## config.mk

```make
export PLATFORM = sky130hd
export DESIGN_NAME = cdb_broadcaster
export DESIGN_NICKNAME = d
export VERILOG_FILES = /design/src/rtl/cdb_broadcaster.sv
export SDC_FILE = /design/constraint.sdc
export NUM_CORES = 1
export LEC_CHECK = 0
export CAP_MARGIN = 10
export CORE_UTILIZATION = 52
export CTS_CLUSTER_DIAMETER = 50
export DETAILED_ROUTE_END_ITERATION = 16
export GPL_ROUTABILITY_DRIVEN = 0
export PLACE_DENSITY = 0.78
export SETUP_SLACK_MARGIN = 0.4
export SLEW_MARGIN = 15
export SYNTH_ARGS = -nofsm -noshare
export SYNTH_HDL_FRONTEND = slang
export SYNTH_SLANG_ARGS = --single-unit
```

## constraint.sdc

```tcl
create_clock -name CLK -period 8.2 [get_ports CLK]
set_input_delay 1.64 -clock CLK [delete_from_list [all_inputs] [get_ports CLK]]
set_output_delay 1.64 -clock CLK [all_outputs]
set_load 0.01 [all_outputs]
```

## src/rtl/cdb_broadcaster.sv

```systemverilog
// cdb_broadcaster
//   Common data bus broadcaster. Execution results are queued in a
//   DEPTH-entry FIFO and broadcast one per cycle, in arrival order. A
//   64-entry scoreboard (busy) tracks which physical tags hold a value:
//   a broadcast sets the tag's bit, and a rename allocation clears it.
//   Tag 0 always reads as available, and results targeting tag 0 are
//   dropped.
//
//   Optional feature (macro CDB_BYPASS_EN): a result that arrives while
//   the FIFO is empty and STALL=0 is loaded straight into the broadcast
//   registers at the same edge and never occupies a FIFO entry.
//
// Ports
//   CLK, RESET                 clock, synchronous active-high reset
//   STALL                      freezes the broadcast (pop) side only
//   FLUSH                      empties the FIFO, marks every tag available
//   exe_valid/map/val/instr_num  result offered by execution
//   exe_ready                  FIFO has room (count < DEPTH)
//   rename_alloc/_map          tag allocated by rename (clears busy bit)
//   exe_broadcast/_map/_val    registered broadcast
//   complete_instr_num_rob     ROB number of the broadcast result
//   busy                       per-tag availability, 1 = value available
module cdb_broadcaster #(
  parameter int unsigned DEPTH = 8
) (
  input  logic        CLK,
  input  logic        RESET,
  input  logic        STALL,
  input  logic        FLUSH,
  input  logic        exe_valid,
  input  logic [5:0]  exe_map,
  input  logic [31:0] exe_val,
  input  logic [31:0] exe_instr_num,
  output logic        exe_ready,
  input  logic        rename_alloc,
  input  logic [5:0]  rename_alloc_map,
  output logic        exe_broadcast,
  output logic [5:0]  exe_broadcast_map,
  output logic [31:0] exe_broadcast_val,
  output logic [31:0] complete_instr_num_rob,
  output logic [63:0] busy
);

  localparam int unsigned PW = (DEPTH > 1) ? $clog2(DEPTH) : 1;
  localparam int unsigned CW = PW + 1;
  localparam logic [CW-1:0] DEPTH_C = CW'(DEPTH);

  logic [PW-1:0] rd_ptr_q, rd_ptr_d, wr_ptr_q, wr_ptr_d;
  logic [CW-1:0] count_q, count_d;
  logic          bc_q, bc_d;
  logic [5:0]    bc_map_q, bc_map_d;
  logic [31:0]   bc_val_q, bc_val_d;
  logic [31:0]   bc_num_q, bc_num_d;
  logic [63:0]   busy_q, busy_d;

  logic [5:0]    mem_map [DEPTH];
  logic [31:0]   mem_val [DEPTH];
  logic [31:0]   mem_num [DEPTH];

  logic push_ok, fifo_wr, pop, bypass;

  // Full is judged on the registered count, so a same-edge pop never
  // re-opens exe_ready while the FIFO is full.
  assign exe_ready = (count_q < DEPTH_C);
  assign push_ok   = exe_valid && exe_ready && !FLUSH && (exe_map != '0);
  assign pop       = !STALL && (count_q != '0);

`ifdef CDB_BYPASS_EN
  // Empty FIFO implies no pop is pending this edge.
  assign bypass = push_ok && (count_q == '0) && !STALL;
`else
  assign bypass = 1'b0;
`endif

  assign fifo_wr = push_ok && !bypass;

  always_comb begin
    rd_ptr_d = rd_ptr_q;
    wr_ptr_d = wr_ptr_q;
    count_d  = count_q;
    bc_d     = 1'b0;
    bc_map_d = '0;
    bc_val_d = '0;
    bc_num_d = '0;
    busy_d   = busy_q;
    if (FLUSH) begin
      rd_ptr_d = '0;
      wr_ptr_d = '0;
      count_d  = '0;
      busy_d   = '1;
    end else begin
      if (pop) begin
        bc_d     = 1'b1;
        bc_map_d = mem_map[rd_ptr_q];
        bc_val_d = mem_val[rd_ptr_q];
        bc_num_d = mem_num[rd_ptr_q];
        rd_ptr_d = rd_ptr_q + PW'(1);
      end else if (bypass) begin
        bc_d     = 1'b1;
        bc_map_d = exe_map;
        bc_val_d = exe_val;
        bc_num_d = exe_instr_num;
      end
      if (fifo_wr) begin
        wr_ptr_d = wr_ptr_q + PW'(1);
      end
      count_d = count_q + CW'(fifo_wr) - CW'(pop);
      // Set on broadcast first so a same-edge allocate of the tag wins.
      if (bc_d) begin
        busy_d[bc_map_d] = 1'b1;
      end
      if (rename_alloc && (rename_alloc_map != '0)) begin
        busy_d[rename_alloc_map] = 1'b0;
      end
    end
    busy_d[0] = 1'b1;
  end

  always_ff @(posedge CLK) begin
    if (RESET) begin
      rd_ptr_q <= '0;
      wr_ptr_q <= '0;
      count_q  <= '0;
      bc_q     <= 1'b0;
      bc_map_q <= '0;
      bc_val_q <= '0;
      bc_num_q <= '0;
      busy_q   <= '1;
    end else begin
      rd_ptr_q <= rd_ptr_d;
      wr_ptr_q <= wr_ptr_d;
      count_q  <= count_d;
      bc_q     <= bc_d;
      bc_map_q <= bc_map_d;
      bc_val_q <= bc_val_d;
      bc_num_q <= bc_num_d;
      busy_q   <= busy_d;
    end
  end

  // Storage needs no reset; the pointers and count define validity.
  always_ff @(posedge CLK) begin
    if (fifo_wr) begin
      mem_map[wr_ptr_q] <= exe_map;
      mem_val[wr_ptr_q] <= exe_val;
      mem_num[wr_ptr_q] <= exe_instr_num;
    end
  end

  assign exe_broadcast          = bc_q;
  assign exe_broadcast_map      = bc_map_q;
  assign exe_broadcast_val      = bc_val_q;
  assign complete_instr_num_rob = bc_num_q;
  assign busy                   = busy_q;

endmodule

```

==> Word level (Yosys, flattened, before mapping) <==
Memory sizes are Yosys's and may differ from the RTL's. A register that Yosys moved wholly into a read port is not among the register bits.
Cells that the tools add are included.
{ "classes": {"muxes": 15, "n_bitwise": 4, "shifts": 0, "order_cmp": 5, "add_sub_neg": 4, "mul": 0, "div": 0, "n_eq_ne": 0, "reduce_logical": 14} }
{ "ops": {"columns": ["cell", "count"], "rows": [
  ["$mux W64", 3],
  ["$and A64 B64 Y64", 1],
  ["$not A64 Y64", 1],
  ["$or A64 B64 Y64", 1],
  ["$lt A6 B7 Y1 const B", 2],
  ["$demux W1 S6", 2],
  ["$ge A6 B1 Y1 const B", 2],
  ["$mux W6", 2],
  ["$reduce_bool A6 Y1", 2],
  ["$logic_and A1 B1 Y1", 7],
  ["$add A3 B1 Y3 const B", 2],
  ["$mux W1", 6],
  ["$mux W3", 2],
  ["$add A4 B1 Y4", 1],
  ["$lt A4 B4 Y1 const B", 1],
  ["$reduce_bool A4 Y1", 1],
  ["$sub A4 B1 Y4", 1],
  ["$reduce_or A3 Y1", 1],
  ["$logic_not A1 Y1", 2],
  ["$reduce_or A2 Y1", 1],
  ["$not A1 Y1", 1]
]} }
{ "word_totals": {"ram_bits": 560, "register_bits": 81, "memories": 3, "latchBits": 0, "output_inout_bits": 136, "elab_cells": 52, "mem_bits_ro": 0} }
{ "memory_table": {"columns": ["name", "words", "width", "rd", "rd_ports_with_merged_regs", "write_ports", "line_no", "text"], "rows": [
  ["mem_num", 8, 32, 1, 1, 1, "58", "logic [31:0] mem_num [DEPTH];"],
  ["mem_val", 8, 32, 1, 1, 1, "57", "logic [31:0] mem_val [DEPTH];"],
  ["mem_map", 8, 6, 1, 1, 1, "56", "logic [5:0] mem_map [DEPTH];"]
]} }

==> Longest topological paths before layout <==
{ "depth": {"depth_word": 13, "ltp_mapped": 11, "ltp_nobuf": 11} }

==> Least setup slack after synthesis <==
Ideal clock, no wire load.
{ "synth_timing": {"kind": "input to register", "from": "input port FLUSH", "to": "memory mem_map[2][0], enable pin", "slack_ps": -105, "path_stages": 4, "setup_time_ps": 599, "path_buffers": 0, "t_required_ps": 7601, "arrival_time_ps": 7707, "cell_sequence": "or3b_2 a21oi_1 nand2b_1 nor3b_1"} }
{ "synth_via": {"elab_chain_cells": 5} }
{ "synth_lines": {"columns": ["element", "line_no", "text"], "rows": [
  ["start: declaration", "29", "input logic FLUSH,"],
  ["$logic_not A1 Y1", "65", "assign push_ok = exe_valid && exe_ready && !FLUSH && (exe_map != '0);"],
  ["$logic_and A1 B1 Y1 (2 in series)", "65", null],
  ["$mux W1", "143", "if (fifo_wr) begin"],
  ["$mux W1 (not written as such)", "144", "mem_map[wr_ptr_q] <= exe_map;"],
  ["end: declaration", "56", null]
]} }
Every way passes these cells.

==> Worst setup path after layout <==
{ "layout_timing": {"from": "input port FLUSH", "to": "memory mem_num[6][31], enable pin"} }
{ "layout_via": {"elab_chain_cells": 5} }
{ "layout_lines": {"columns": ["element", "line_no", "text"], "rows": [
  ["$logic_not A1 Y1", "65", null],
  ["$logic_and A1 B1 Y1 (2 in series)", "65", null],
  ["$mux W1", "143", null],
  ["$mux W1 (not written as such)", "146", "mem_num[wr_ptr_q] <= exe_instr_num;"],
  ["end: declaration", "58", null]
]} }
Every way passes these cells.

==> results.md <==
- Synthesized area per cell: just under 20 um^2
- Compound-gate portion of the synthesized area: 0.0270
- Vias in the first global route: 14100
- # IOs: 218
- Die height: roughly 230 um
- Final number of setup-violating endpoints: 0
- Worst-Margin Slew: 1.15 ns
- Post_cts resized: 0
- Total CTS buffers: roughly 70
- CP startpoint kind: input pin
- Final setup skew: ~0.03 ns
- Setup WS pre-CTS: ~2.8 ns
- EDFF count, synth: 560
- Max Fclk: approximately 0.21 GHz
- RSZ-0062 raised after global routing: no
- Ys async rst share: 0
- Max VDD drop: roughly 0.17 mV
- P per Cell Area: about 250 mW/mm^2
- Ys Warns: 0
- Via count: roughly 13000
- Core ar.: around 0.05 mm^2
- Simple-gate share of the synthesized area: 0.0454
- Clk buf depth: 3
- Crit path cell chain: clkdlybuf4s50_1 -> or3b_2 -> a21oi_1 -> nand2b_1 -> nor2_4 -> buf_4
- Initial antenna violation count: 7
- XOR/XNOR share of the synthesized area: 0.00167
- Max-cap violations: 0
- Post-Syn Area: 0.0262 mm^2
- Minimum clock period: ~4.8 ns
- DRT Pass-1 Iters: 5
- Die area: 0.0513 mm^2
- Initial drt markers: 1503
- # nets final: between 1500 and 2000
- Layout cells sized above 1: 0.181
- Synth Flop Type: edfxtp_1
- Max-slew violations: 0
- Port bufs: 216
- Slowest stage delay, CP: 0.84 ns
- Initial Utilization: 0.532
- Distinct cells, synth: 48
- Drt total wl: ~57 mm
- Commonest non-fill, non-tap cell in the layout: edfxtp_1
- Seq/Total Area, Yosys: 0.755
- Largest net degree at the start of global routing: 77
- Outcome: finished clean
- Critical-path top delay cell: nor2_4
- Final period utilization: 0.587
- DR WL/cell: 25.2 um
- GRT Total Usage: 0.228
- Largest family of logic cells by synthesized area: multiplexers
- Die extent in x: roughly 230 um
- Required @ worst endpoint: between 8 and 9 ns
- CP bufs+invs: 2
- CTS tree: yes
- Crit path max fanout: 43
- Mux share of post-synthesis cell area: 0.148
- Sink Count: roughly 700
- Top delay family on crit path: simple AND/OR/NAND/NOR gates
- Detailed Place HPWL: roughly 32 mm
- Vias/cell: ~6.0
- Detail Route Antenna Nets: 0
- Area Growth Syn to Fin: 19.8%
- Cts hold-fix bufs: 0
- Global-route wire length before repair: around 85 mm
- Synth Area in Adders: 0.00411
- Most frequent cells in the layout: edfxtp_1, clkdlybuf4s50_1, dfxtp_1
- CP Capture Type: flop
- HP Class: reg2reg
- DP Area: just under 0.03 mm^2
- Drt drc: 0
- # rows: between 80 and 90
- H-tree depth: 3
- Mapped Cells: roughly 1300
- #FFs+latches synth: slightly above 700
- Grt total ovfl: 0
- Post-route design area: 0.0314 mm^2
- Skew-Pair Late Insertion Delay: 0.60 ns
- Critical path class: in2reg
- Post-CTS setup repair buffer count: 0
- Syn nets: between 1000 and 1500
- Slew Limit Headroom: 0.235
- Worst EP arrival: 5.04 ns
- Final WS setup: 3.39 ns
- Reg clk slew, reported paths: 0.06 ns
- Final Hold Fails: 0
- Pleak: between 0.009 and 0.01 uW
- CTS root buf: clkbuf_16
-- power by group --
| group | leakage (uW) | internal, uW | total, uW | switching [uW] |
|---|---|---|---|---|
| Clock | 0.00117 | 1980 | 3300 | 1330 |
| Combinational | 0.00222 | 216 | 493 | 277 |
| Sequential | 0.00625 | 3920 | 3960 | 35.3 |
| Total | 0.00964 | 6110 | 7760 | 1640 |
-- Yosys cell counts, types with 5 or more instances --
cell | instances | area share
nand2_1 | 19 | 0.0027
buf_1 | 13 | 0.0019
mux4_2 | 135 | 0.12
nor3b_1 | 5 | 0.0014
o32a_1 | 63 | 0.024
inv_1 | 8 | 0.0011
mux2i_1 | 75 | 0.029
nor4_2 | 9 | 0.0043
dfxtp_1 | 147 | 0.11
ha_1 | 7 | 0.0033
nor4b_1 | 6 | 0.0020
nor2_1 | 88 | 0.013
nand2b_1 | 7 | 0.0017
nand3_1 | 10 | 0.0019
buf_6 | 8 | 0.0034
buf_2 | 21 | 0.0040
edfxtp_1 | 560 | 0.64
clkbuf_1 | 37 | 0.0053
nor2b_1 | 7 | 0.0017
nor4_1 | 47 | 0.011
buf_4 | 8 | 0.0023
-- registers in the layout, indices dropped and copies added, names as in the netlist, named ones only --
register,flops
complete_instr_num_rob,32
exe_broadcast_val,32
mem_num,256
mem_map,48
count_q,4
busy,63
exe_broadcast_map,6
exe_broadcast,1
mem_val,256
rd_ptr_q,3
wr_ptr_q,3
-- final cells by class --
class	count	area, um^2
sequential	707	19800
fill	3321	17900
multi-input combinational	518	5990
timing repair buffer	235	2330
clock buffer	100	2050
tap	664	831
clock inverter	26	357
inverter	8	30.0
antenna	3	7.51
-- per-stage QoR --
| stage | hold slack [ns] | util | instances | TNS (ns) | power, uW |
|---|---|---|---|---|---|
| global route | 0.527 | 0.637 | 2259 | 0 | 7970 |
| CTS | 0.503 | 0.637 | 2258 | 0 | 7800 |
| global placement | 0.482 | 0.588 | 2132 | 0 | 4510 |
| finish | 0.501 | 0.637 | 2261 | 0 | 7760 |
| detailed placement | 0.489 | 0.588 | 2132 | 0 | 4520 |
| floorplan | 0.462 | - | 1321 | -9.40 | 4350 |
-- cells by family (layout without fill, tap and decap cells) --
| group | count (synthesis) | in the layout |
|---|---|---|
| xor gates and xnor gates | 5 | 5 |
| buffers and inverters | 96 | 369 |
| muxes | 214 | 214 |
| other | 1 | 4 |
| and+or+nand+nor | 216 | 216 |
| DFF | 707 | 707 |
| adders and majority gates | 8 | 8 |
| AOI/OAI and AO/OA | 74 | 74 |
-- routing by layer --
metal,GRT usage,up-vias,wire length [um]
li1,-,5837,-
met1,0.286,6933,21900
met2,0.397,588,29700
met3,0.0489,89,4170
met4,0.0676,10,1070
met5,0,-,63
-- final timing paths --
path                                            start                  endpoint  slack, ns  cells after the start
worst min-delay path              busy[56]$_SDFF_PP1_       busy[56]$_SDFF_PP1_       0.50                      1
worst max register to register  count_q[3]$_SDFF_PP0_  mem_num[6][31]$_DFFE_PP_       4.58                      5
worst min register to register    busy[56]$_SDFF_PP1_       busy[56]$_SDFF_PP1_       0.50                      1
worst max-delay path                            FLUSH  mem_num[6][31]$_DFFE_PP_       3.39                      6
Note: power is estimated with default switching activity, not from simulation.
